[src/rtl/alu_ui_pkg.sv]
// Shared definitions for the ALU front-panel input controller: FSM state
// encoding and the default key debounce interval.
package alu_ui_pkg;

    // 5 ms at 50 MHz
    localparam int unsigned DB_CYCLES_DEFAULT = 250000;

    typedef enum logic [1:0] {
        ENT_A  = 2'b00,
        ENT_B  = 2'b01,
        ENT_OP = 2'b10,
        SHOW   = 2'b11
    } state_e;

endpackage : alu_ui_pkg

[src/rtl/key_debounce.sv]
// One raw active-low push-button: 2-flop synchroniser, stability counter,
// debounced level and a single-cycle press pulse on each accepted 1->0 change.
module key_debounce
    import alu_ui_pkg::*;
#(
    parameter int unsigned DB_CYCLES = DB_CYCLES_DEFAULT
) (
    input  logic clk,
    input  logic rst_n,
    input  logic key_n_i,
    output logic press_o
);

    localparam int unsigned      CW       = $clog2(DB_CYCLES + 1);
    localparam logic [CW-1:0]    CNT_LAST = CW'(DB_CYCLES - 1);

    logic          sync1_q, sync2_q;
    logic          level_q, level_d;
    logic          prev_q;
    logic [CW-1:0] cnt_q, cnt_d;

    // NOTE: every always_comb output gets a default first, so no path can infer a latch.
    always_comb begin
        cnt_d   = '0;
        level_d = level_q;
        if (sync2_q != level_q) begin
            if (cnt_q == CNT_LAST) begin
                level_d = sync2_q;
            end else begin
                cnt_d = cnt_q + 1'b1;
            end
        end
    end

    // NOTE: sequential state uses non-blocking assignments so all flops sample pre-edge values.
    always_ff @(posedge clk or negedge rst_n) begin
        if (!rst_n) begin
            sync1_q <= 1'b1;
            sync2_q <= 1'b1;
            level_q <= 1'b1;
            prev_q  <= 1'b1;
            cnt_q   <= '0;
        end else begin
            sync1_q <= key_n_i;
            sync2_q <= sync1_q;
            level_q <= level_d;
            prev_q  <= level_q;
            cnt_q   <= cnt_d;
        end
    end

    // High for the one cycle after the debounced level falls.
    assign press_o = prev_q & ~level_q;

endmodule : key_debounce

[src/rtl/alu_input_ctrl.sv]
// Front-panel sequencer: debounced advance/clear keys step through operand A,
// operand B and op entry, then enable the ALU/display in SHOW.
module alu_input_ctrl
    import alu_ui_pkg::*;
#(
    parameter int unsigned DB_CYCLES = DB_CYCLES_DEFAULT
) (
    input  logic       clk,
    input  logic       rst_n,
    input  logic [2:0] sw,
    input  logic       key_adv_n,
    input  logic       key_clr_n,
    output logic [2:0] A,
    output logic [2:0] B,
    output logic [1:0] op,
    output logic       en,
    output logic [1:0] stage
);

    logic adv_pulse, clr_pulse;

    key_debounce #(.DB_CYCLES(DB_CYCLES)) u_db_adv (
        .clk     (clk),
        .rst_n   (rst_n),
        .key_n_i (key_adv_n),
        .press_o (adv_pulse)
    );

    key_debounce #(.DB_CYCLES(DB_CYCLES)) u_db_clr (
        .clk     (clk),
        .rst_n   (rst_n),
        .key_n_i (key_clr_n),
        .press_o (clr_pulse)
    );

    state_e     state_q, state_d;
    logic [2:0] a_q, a_d, b_q, b_d;
    logic [1:0] op_q, op_d;
    logic       en_q, en_d;

    always_comb begin
        state_d = state_q;
        a_d     = a_q;
        b_d     = b_q;
        op_d    = op_q;
        // Clear has priority; a coincident advance is dropped.
        if (clr_pulse) begin
            state_d = ENT_A;
            a_d     = '0;
            b_d     = '0;
            op_d    = '0;
        end else if (adv_pulse) begin
            unique case (state_q)
                ENT_A: begin
                    a_d     = sw;
                    state_d = ENT_B;
                end
                ENT_B: begin
                    b_d     = sw;
                    state_d = ENT_OP;
                end
                ENT_OP: begin
                    op_d    = sw[1:0];
                    state_d = SHOW;
                end
                SHOW: begin
                    state_d = ENT_A;
                end
                default: state_d = ENT_A;
            endcase
        end
        en_d = (state_d == SHOW);
    end

    always_ff @(posedge clk or negedge rst_n) begin
        if (!rst_n) begin
            state_q <= ENT_A;
            a_q     <= '0;
            b_q     <= '0;
            op_q    <= '0;
            en_q    <= 1'b0;
        end else begin
            state_q <= state_d;
            a_q     <= a_d;
            b_q     <= b_d;
            op_q    <= op_d;
            en_q    <= en_d;
        end
    end

    assign A     = a_q;
    assign B     = b_q;
    assign op    = op_q;
    assign en    = en_q;
    assign stage = state_q;

endmodule : alu_input_ctrl

[config.mk]
export PLATFORM = sky130hd
export DESIGN_NAME = alu_input_ctrl
export DESIGN_NICKNAME = d
export VERILOG_FILES = /design/src/rtl/alu_ui_pkg.sv /design/src/rtl/key_debounce.sv /design/src/rtl/alu_input_ctrl.sv
export SDC_FILE = /design/constraint.sdc
export NUM_CORES = 1
export LEC_CHECK = 0
export CORE_ASPECT_RATIO = 0.9
export CORE_MARGIN = 2
export CORE_UTILIZATION = 23
export CTS_CLUSTER_SIZE = 40
export DETAILED_ROUTE_END_ITERATION = 12
export HOLD_SLACK_MARGIN = 0.08
export PLACE_DENSITY_LB_ADDON = 0.3
export SYNTH_ARGS = -nofsm -noshare
export SYNTH_HDL_FRONTEND = slang
export SYNTH_HIERARCHICAL = 1
export SYNTH_SLANG_ARGS = --single-unit
[constraint.sdc]
create_clock -name clk -period 2.3 [get_ports clk]
set_clock_uncertainty 0.1 [all_clocks]
set_input_delay 0.46 -clock clk [delete_from_list [all_inputs] [get_ports clk]]
set_output_delay 0.46 -clock clk [all_outputs]
set_load 0.1 [all_outputs]
==> run summary, run 1 <==
Status -> completed
CTS resizes -> 0
Commonest cells post-synth -> 47 x dfrtp_1, 28 x nor2_1, 24 x nand3_1, 19 x a21oi_1, 18 x xor2_1
DR vias/cell -> 4.40
DRT antenna net count -> 0
Post-synth cell types -> 36
Sink Count -> 55
Crit end category -> flop
Drt pass-1 iters -> 5
Highest routed layer -> met4
Largest buffer count on any clock path -> 2
Critical Path Start Type -> flop
Critical path's slowest cell -> o41ai_4
Hold Path Class -> flop to flop
Die Y-Extent -> 107 um
Post-synth EDFFs -> 0
HPWL after DPL -> 3600 um
Htree depth -> 2
Pins Over Slew Limit -> 0
Post-place setup slack -> 0.281 ns
Layout cells sized above 1 -> 19.3%
# rows -> 37
Final min period -> 2.00 ns
Max stage delay on crit path -> 0.60 ns
Syn-to-layout area delta -> 19.0%
Top post-synthesis cells by area -> dfrtp_1 44%, dfstp_2 7.8%, xor2_1 5.8%, nand3_1 4.4%, nor2_1 3.9%
Port Buffers -> 17
Syn Nets -> 261
Register area share after synthesis -> 51.3%
Clock Latency Late Sink -> 0.29 ns
Final #Nets -> 286
CP Class -> flop to flop
Clock Pin Slew Worst Setup and Hold Paths -> 0.07 ns
Most numerous cell in the Yosys netlist -> dfrtp_1
Leakage -> 1.29 nW
Initial drt markers -> 133
Max Cap Viol -> 0
Core ar. -> 11400 um2
Largest net degree at the start of global routing -> 56
Starting density of the core -> 23.6%
Post-synthesis area per instance -> 10.8 um2
CP required -> 2.37 ns
Setup repair after global routing missed its margin -> false
Root Driver -> clkbuf_16
CTS buffer count -> 5
Post-synth top flop -> dfrtp_1
Hold Startpoint -> u_db_adv/sync1_q$_DFF_PN1_
Power Total -> 0.00192 W
Top delay family on crit path -> compound AO/OA/AOI/OAI gates
DRT met1 WL -> 2550 um
Post-synthesis async set-or-reset flop share -> 100%
Max-slew headroom -> 64.7%
Via Count -> 1898
CP cell instances -> nor4b_2, nand2_1, o41ai_4, buf_4, nor2_1
Final hold vios -> 0
Global-route wire length before repair -> 8720 um
Pwr dens -> 598 nW/um2
Worst Path Arrival -> 2.08 ns
GRT overflow -> 0
F_max -> 499 MHz
Buf/Inv on CP -> 1
Vias in the first global route -> 1810
N_diodes -> 0
Seq cells post-synth -> 55
Worst setup margin -> 0.298 ns
Worst Path Max Fanout -> 11
Die footprint -> 12600 um2
Length of routed met3 wiring -> 182 um
Peak supply drop -> 0.379 mV
All-Layer GR Usage -> 8.57%
Critical path startpoint -> u_db_adv/cnt_q[10]$_DFF_PN0_
Yosys warning count -> 6
GP Congestion -> 0.805
Synth area leader -> dfrtp_1
Final Cycle Share -> 87.1%
Final Util -> 28.1%
Worst slew pin tran -> 0.528 ns
Residual DRC count -> 0
Num ports -> 18
Area share of the largest cell type after synthesis -> 43.6%
Reg2reg start -> u_db_adv/cnt_q[10]$_DFF_PN0_
Mapped cell area -> 2700 um2
WL/cell -> 11.8 um
Initial antenna violation count -> 0
Met2 wire len -> 2300 um
Post-Syn Instances -> 249
Setup TNS -> 0 ns
DIE WIDTH -> 118 um
CTS tree -> yes
Setup violators final -> 0
Drt total wl -> 5080 um
-- routing by layer --
metal,vias to the layer above,global-route usage [%]
met4,0,2.41
li1,951,-
met5,-,0
met2,25,13.2
met1,916,11.7
met3,6,2.50
-- timing repair --
item                      in CTS  in global routing
hold buffers                   1                  0
buffers inserted               0                  0
hold endpoints to repair      39                  0
-- final cells by class --
type	count	area [um2]
clock buffers	5	125
clock inverters	3	46.3
fillers	1199	8220
inverters	4	15.0
multi-input cells	183	1230
flip-flops and latches	55	1390
well taps	156	195
repair buffers	25	213
-- state kept, by name, indices dropped and copies added (netlist names) --
name	cells
u_db_adv/cnt_q	18
B	3
u_db_adv/prev_q	1
u_db_adv/level_q	1
stage	2
u_db_clr/sync1_q	1
op	2
A	3
u_db_clr/level_q	1
u_db_clr/prev_q	1
u_db_adv/sync1_q	1
u_db_clr/cnt_q	18
en	1
u_db_clr/sync2_q	1
u_db_adv/sync2_q	1
-- stage by stage --
stage / std cells / hold slack (ns) / instance area (um2)
5_1_grt: 431 / 0.262 / 3210
2_1_floorplan: 249 / 0.0644 / 2700
4_1_cts: 431 / 0.260 / 3210
6_report: 431 / 0.258 / 3210
3_5_place_dp: 422 / 0.247 / 3030
3_3_place_gp: 422 / 0.247 / 3030
-- cell usage in the layout (no fill, tap or decap), types with 5 or more instances in the layout --
master,netlist,final
dfrtp_1,47,47
nor2_1,28,28
nand3_1,24,24
a21oi_1,19,19
xor2_1,18,18
buf_4,0,17
nand2_1,16,16
o31ai_1,8,8
or4_1,8,8
dfstp_2,8,8
a21bo_2,7,7
and4_1,6,6
ha_1,5,5
clkbuf_16,0,5
clkdlybuf4s50_1,0,5
-- logic make-up (layout without fill, tap and decap cells) --
logic type | after synthesis | count (layout) | share of synthesized area, %
and+or+nand+nor | 111 | 111 | 23.1
adders and majority gates | 5 | 5 | 2.32
DFF | 55 | 55 | 51.3
buffers and inverters | 11 | 37 | 3.06
muxes | 3 | 3 | 1.20
xor gates and xnor gates | 22 | 22 | 7.14
AOI/OAI and AO/OA | 42 | 42 | 11.8
-- final timing paths --
kind / end / slack, ns / cells past startpoint
max reg2reg: u_db_adv/cnt_q[9]$_DFF_PN0_ / 0.30 / 5
max in group asynchronous: u_db_adv/sync2_q$_DFF_PN1_ / 1.20 / 3
min: u_db_adv/sync2_q$_DFF_PN1_ / 0.26 / 0
max: u_db_adv/cnt_q[9]$_DFF_PN0_ / 0.30 / 5
min in group asynchronous: u_db_adv/cnt_q[14]$_DFF_PN0_ / 0.59 / 3
min reg2reg: u_db_adv/sync2_q$_DFF_PN1_ / 0.26 / 0
-- worst reg2reg max path, cell delays in order, from the launching register on --
cell and delay [ns]:
dfrtp_1 0.43, nor4b_2 0.28, nand2_1 0.14, o41ai_4 0.60, buf_4 0.28, nor2_1 0.07
-- where the power goes --
| group | switching [W] | internal (W) | total, W |
|---|---|---|---|
| sequential | 0.00000987 | 0.000982 | 0.000992 |
| clock | 0.000343 | 0.000518 | 0.000860 |
| combinational | 0.0000407 | 0.0000281 | 0.0000688 |
Power figures use the tool's default switching activity.
==> run 2, diff against run 1 <==
SETUP_SLACK_MARGIN = 0.1   (was default)
SKIP_CTS_REPAIR_TIMING = 1   (was default)
==> run summary, run 2 (same netlist as run 1, synthesis figures left out) <==
Status -> completed
CTS buffer count -> 5
Residual DRC count -> 0
Global-route wire length before repair -> 8720 um
Worst Hold Path Cells -> 0
Peak supply drop -> 0.379 mV
Largest net degree at the start of global routing -> 56
F_max -> 505 MHz
Crit end category -> flop
Via Count -> 1905
Critical Path Start Type -> flop
Vias in the first global route -> 1810
All-Layer GR Usage -> 8.57%
Reg area -> 1390 um2
Num ports -> 18
Max-slew headroom -> 64.9%
Worst Path Max Fanout -> 11
Setup violators final -> 0
Final min period -> 1.98 ns
Final hold vios -> 0
Final Cycle Share -> 86.0%
Largest buffer count on any clock path -> 2
Leakage -> 1.29 nW
Hold Path Class -> flop to flop
GP Congestion -> 0.805
HPWL after DPL -> 3600 um
Filler cells -> 1199
Max Cap Viol -> 0
Initial drt markers -> 148
CTS tree -> yes
Area of the multi-input gates -> 1230 um2
Hold EP -> u_db_adv/sync2_q$_DFF_PN1_
DRT antenna net count -> 0
Root Driver -> clkbuf_16
Die Y-Extent -> 107 um
Clock Pin Slew Worst Setup and Hold Paths -> 0.07 ns
Finished Layout Cells -> 431
Layout cells sized above 1 -> 19.3%
Worst Path Arrival -> 2.05 ns
Critical path's slowest cell -> o41ai_4
WL/cell -> 11.8 um
Die footprint -> 12600 um2
Sink Count -> 55
Htree depth -> 2
CP cell instances -> ha_1, nand3_1, o41ai_4, buf_4, nor2_1
Reg2reg start -> u_db_adv/cnt_q[0]$_DFF_PN0_
N_diodes -> 0
Pwr dens -> 598 nW/um2
Drt pass-1 iters -> 4
Largest registers -> u_db_adv/cnt_q x18, u_db_clr/cnt_q x18
Setup TNS -> 0 ns
Final #Nets -> 286
Top delay family on crit path -> compound AO/OA/AOI/OAI gates
Core ar. -> 11400 um2
# rows -> 37
Port Buffers -> 17
Most frequent cells in the layout -> 47 x dfrtp_1, 28 x nor2_1, 24 x nand3_1, 19 x a21oi_1, 18 x xor2_1
R2R setup slack -> 0.32 ns
Clock Latency Late Sink -> 0.29 ns
CP required -> 2.37 ns
CP Class -> flop to flop
Initial antenna violation count -> 0
Worst Reg-to-Reg Cells -> 5
Hold_ws -> 0.258 ns
Buf/Inv on CP -> 1
Reg2reg end -> u_db_adv/cnt_q[9]$_DFF_PN0_
GRT overflow -> 0
Setup repair after global routing missed its margin -> false
Commonest non-fill, non-tap cell in the layout -> dfrtp_1
Drt total wl -> 5090 um
Syn-to-layout area delta -> 19.0%
Worst slew pin tran -> 0.525 ns
Hold Startpoint -> u_db_adv/sync1_q$_DFF_PN1_
Max stage delay on crit path -> 0.58 ns
DR vias/cell -> 4.42
Final Util -> 28.1%
Cell count after placement -> 422
DIE WIDTH -> 118 um
Pins Over Slew Limit -> 0
Starting density of the core -> 23.6%
==> run 2: cell counts in the layout (fill, tap and decap cells not counted) <==
Identical to the previous run, type by type.
==> run 2: worst max-delay path by stage <==
| stage | depth (start not counted) | slack (ns) | to | from |
|---|---|---|---|---|
| 5_1_grt | 5 | 0.15 | u_db_adv/cnt_q[7]$_DFF_PN0_ | u_db_adv/cnt_q[0]$_DFF_PN0_ |
| 6_report | 5 | 0.32 | u_db_adv/cnt_q[9]$_DFF_PN0_ | u_db_adv/cnt_q[0]$_DFF_PN0_ |
| 4_1_cts | 5 | 0.27 | u_db_adv/cnt_q[9]$_DFF_PN0_ | u_db_adv/cnt_q[10]$_DFF_PN0_ |
| 3_5_place_dp | 5 | 0.28 | u_db_adv/cnt_q[9]$_DFF_PN0_ | u_db_adv/cnt_q[10]$_DFF_PN0_ |
| 3_3_place_gp | 5 | 0.33 | u_db_adv/cnt_q[10]$_DFF_PN0_ | u_db_adv/cnt_q[10]$_DFF_PN0_ |
| 2_1_floorplan | 4 | 0.37 | stage[0]$_DFF_PN0_ | stage[0]$_DFF_PN0_ |
==> run 2: routing by layer <==
metal / track usage [%] / share of wire (%) / vias up
li1: - / - / 951
met1: 11.7 / 50 / 917
met2: 13.2 / 45 / 31
met3: 2.55 / 3.9 / 6
met4: 2.41 / 0.75 / 0
met5: 0 / 0 / -
==> run 2: cell type report <==
type | instances | share of cell area, %
inverters | 4 | 0.467
repair buffers | 25 | 6.62
clock buffers | 5 | 3.90
well taps | 156 | 6.08
flip-flops and latches | 55 | 43.2
clock inverters | 3 | 1.44
multi-input cells | 183 | 38.3
==> run 2: report_power, final <==
part           leakage, nW  switching (W)  internal, W
sequential           0.693     0.00000987     0.000982
combinational        0.517      0.0000407    0.0000281
clock               0.0804       0.000343     0.000518
total                 1.29       0.000393      0.00153
==> run 2: through the flow <==
stage               instance area (um2)  power [W]  setup slack [ns]
global route                       3210    0.00201             0.150
global placement                   3030    0.00108             0.328
detailed placement                 3030    0.00108             0.281
CTS                                3200    0.00196             0.272
finish                             3210    0.00192             0.321
floorplan                          2700    0.00104             0.366
==> run 3, diff against run 2 <==
SYNTH_HIERARCHICAL = default   (was 1)
clock period = 2.05 ns   (was 2.3 ns; I/O delays follow)
==> run summary, run 3 <==
Status -> completed
Die footprint -> 12000 um2
Most numerous cell in the Yosys netlist -> dfrtp_1
Root Driver -> clkbuf_16
Post-synth top flop -> dfrtp_1
Commonest cells post-synth -> 47 x dfrtp_1, 45 x nor2_1, 24 x xnor2_1, 20 x nand2_1, 20 x nand3_1
Top post-synthesis cells by area -> dfrtp_1 46%, dfstp_2 8.2%, xnor2_1 8.2%, nor2_1 6.6%, nand3_1 3.9%
Commonest non-fill, non-tap cell in the layout -> dfrtp_1
CTS tree -> yes
Register area share after synthesis -> 54.3%
XOR/XNOR share of the synthesized area -> 11.0%
Worst Reg-to-Reg Cells -> 4
Starting density of the core -> 23.6%
Filler cells -> 1150
Global-route wire length before repair -> 8970 um
Htree depth -> 2
Setup TNS -> 0 ns
CP Class -> flop to flop
Reg2reg end -> u_db_clr.cnt_q[17]$_DFF_PN0_
HPWL after DPL -> 3560 um
Critical Path Start Type -> flop
N_diodes -> 0
Syn-to-layout area delta -> 23.3%
Worst Path Arrival -> 1.94 ns
Via Count -> 1834
Residual DRC count -> 0
Finished Layout Cells -> 418
Largest buffer count on any clock path -> 2
Post-synthesis async set-or-reset flop share -> 100%
Vias in the first global route -> 1871
Max Cap Viol -> 0
Sink Count -> 55
DIE WIDTH -> 115 um
Post-synth cell types -> 27
All-Layer GR Usage -> 9.00%
Largest net degree at the start of global routing -> 21
Final min period -> 1.82 ns
Syn Nets -> 261
Final #Nets -> 296
Post-synthesis area per instance -> 10.3 um2
Hold Path Class -> flop to flop
Simple-Gate Fraction of Synth Area -> 24.1%
Final Cycle Share -> 88.8%
Crit path capture -> u_db_clr.cnt_q[17]$_DFF_PN0_
Peak supply drop -> 0.309 mV
Largest family of logic cells by synthesized area -> simple AND/OR/NAND/NOR gates
Crit end category -> flop
Reg2reg start -> u_db_clr.cnt_q[10]$_DFF_PN0_
Post-Syn Instances -> 249
Mapped cell area -> 2550 um2
WL/cell -> 11.7 um
Port Buffers -> 17
Core ar. -> 10800 um2
Clock Latency Late Sink -> 0.29 ns
Pwr dens -> 682 nW/um2
CTS buffer count -> 5
GRT overflow -> 0
Worst Path Max Fanout -> 5
Max-slew headroom -> 70.8%
Synth Area in Adders -> 2.45%
Final Util -> 29.1%
Seq cells post-synth -> 55
Synth Area in Compound Gates -> 4.90%
Drt pass-1 iters -> 4
DR vias/cell -> 4.39
Clock Pin Slew Worst Setup and Hold Paths -> 0.07 ns
Post-synth EDFFs -> 0
Num ports -> 18
Yosys warning count -> 0
Setup repair after global routing missed its margin -> false
Leakage -> 1.28 nW
Initial antenna violation count -> 0
Cell count after placement -> 409
Pins Over Slew Limit -> 0
Initial drt markers -> 71
R2R setup slack -> 0.23 ns
Critical path startpoint -> u_db_clr.cnt_q[10]$_DFF_PN0_
Most frequent cells in the layout -> 46 x dfrtp_1, 45 x nor2_1, 24 x xnor2_1, 24 x buf_4, 20 x nand2_1
DRT antenna net count -> 0
Worst slew pin tran -> 0.437 ns
Largest registers -> u_db_adv.cnt_q x18, u_db_clr.cnt_q x18
Synth area leader -> dfrtp_1
# rows -> 36
CP required -> 2.17 ns
Die Y-Extent -> 104 um
Area share of the largest cell type after synthesis -> 46.0%
Layout cells sized above 1 -> 17.9%
GP Congestion -> 0.840
Mux cell area share after synthesis -> 0.881%
Power Total -> 0.00215 W
Final hold vios -> 0
F_max -> 550 MHz
Drt total wl -> 4880 um
Setup violators final -> 0
## run 3: cells by family after synthesis
logic type                 count (synthesis)
adders and majority gates                  5
buffers and inverters                     14
and+or+nand+nor                          125
xor gates and xnor gates                  32
DFF                                       55
AOI/OAI and AO/OA                         16
muxes                                      2
## run 3: where the power goes
part,switching (W),total (W),internal (W)
Combinational,0.0000461,0.0000784,0.0000323
Sequential,0.0000126,0.00111,0.00110
Clock,0.000379,0.000956,0.000577
## run 3: cell type report
| cell class | instances | area (um2) | area share, % |
|---|---|---|---|
| well taps | 133 | 166 | 5.28 |
| multi-input cells | 180 | 1110 | 35.3 |
| flip-flops and latches | 55 | 1390 | 44.0 |
| clock inverters | 2 | 37.5 | 1.19 |
| inverters | 9 | 33.8 | 1.07 |
| clock buffers | 6 | 129 | 4.09 |
| repair buffers | 33 | 285 | 9.05 |
## run 3: per-stage QoR
stage / setup WS, ns / hold WS [ns] / cell area [um2]
after floorplan: 0.134 / 0.0144 / 2550
after global placement: 0.243 / 0.246 / 2970
after detailed placement: 0.203 / 0.248 / 2970
after CTS: 0.165 / -0.0198 / 3130
after global routing: 0.125 / 0.262 / 3150
final: 0.230 / 0.257 / 3150
## run 3: how the worst min path moves through the flow
stage	cells after the start	from	endpoint	slack (ns)
after floorplan	0	rst_n	A[0]$_DFFE_PN0P_	0.01
after global routing	0	u_db_clr.sync1_q$_DFF_PN1_	u_db_clr.sync2_q$_DFF_PN1_	0.26
after global placement	0	u_db_clr.sync1_q$_DFF_PN1_	u_db_clr.sync2_q$_DFF_PN1_	0.25
final	0	u_db_clr.sync1_q$_DFF_PN1_	u_db_clr.sync2_q$_DFF_PN1_	0.26
after CTS	1	rst_n	u_db_clr.cnt_q[1]$_DFF_PN0_	-0.02
after detailed placement	0	u_db_clr.sync1_q$_DFF_PN1_	u_db_clr.sync2_q$_DFF_PN1_	0.25
## run 3: worst max-delay path, stage by stage, from the launching register on
cell and delay [ns]:
dfrtp_1 0.42, nand4_2 0.19, or4_4 0.59, or3_1 0.32, a21oi_1 0.14
## run 3: routing by layer
metal	part of all wire [%]	global-route usage (%)	up-vias
met1	52	13.2	871
met4	0.53	1.55	0
li1	-	-	922
met3	4.1	2.45	5
met2	43	13.4	36
met5	0	0	-
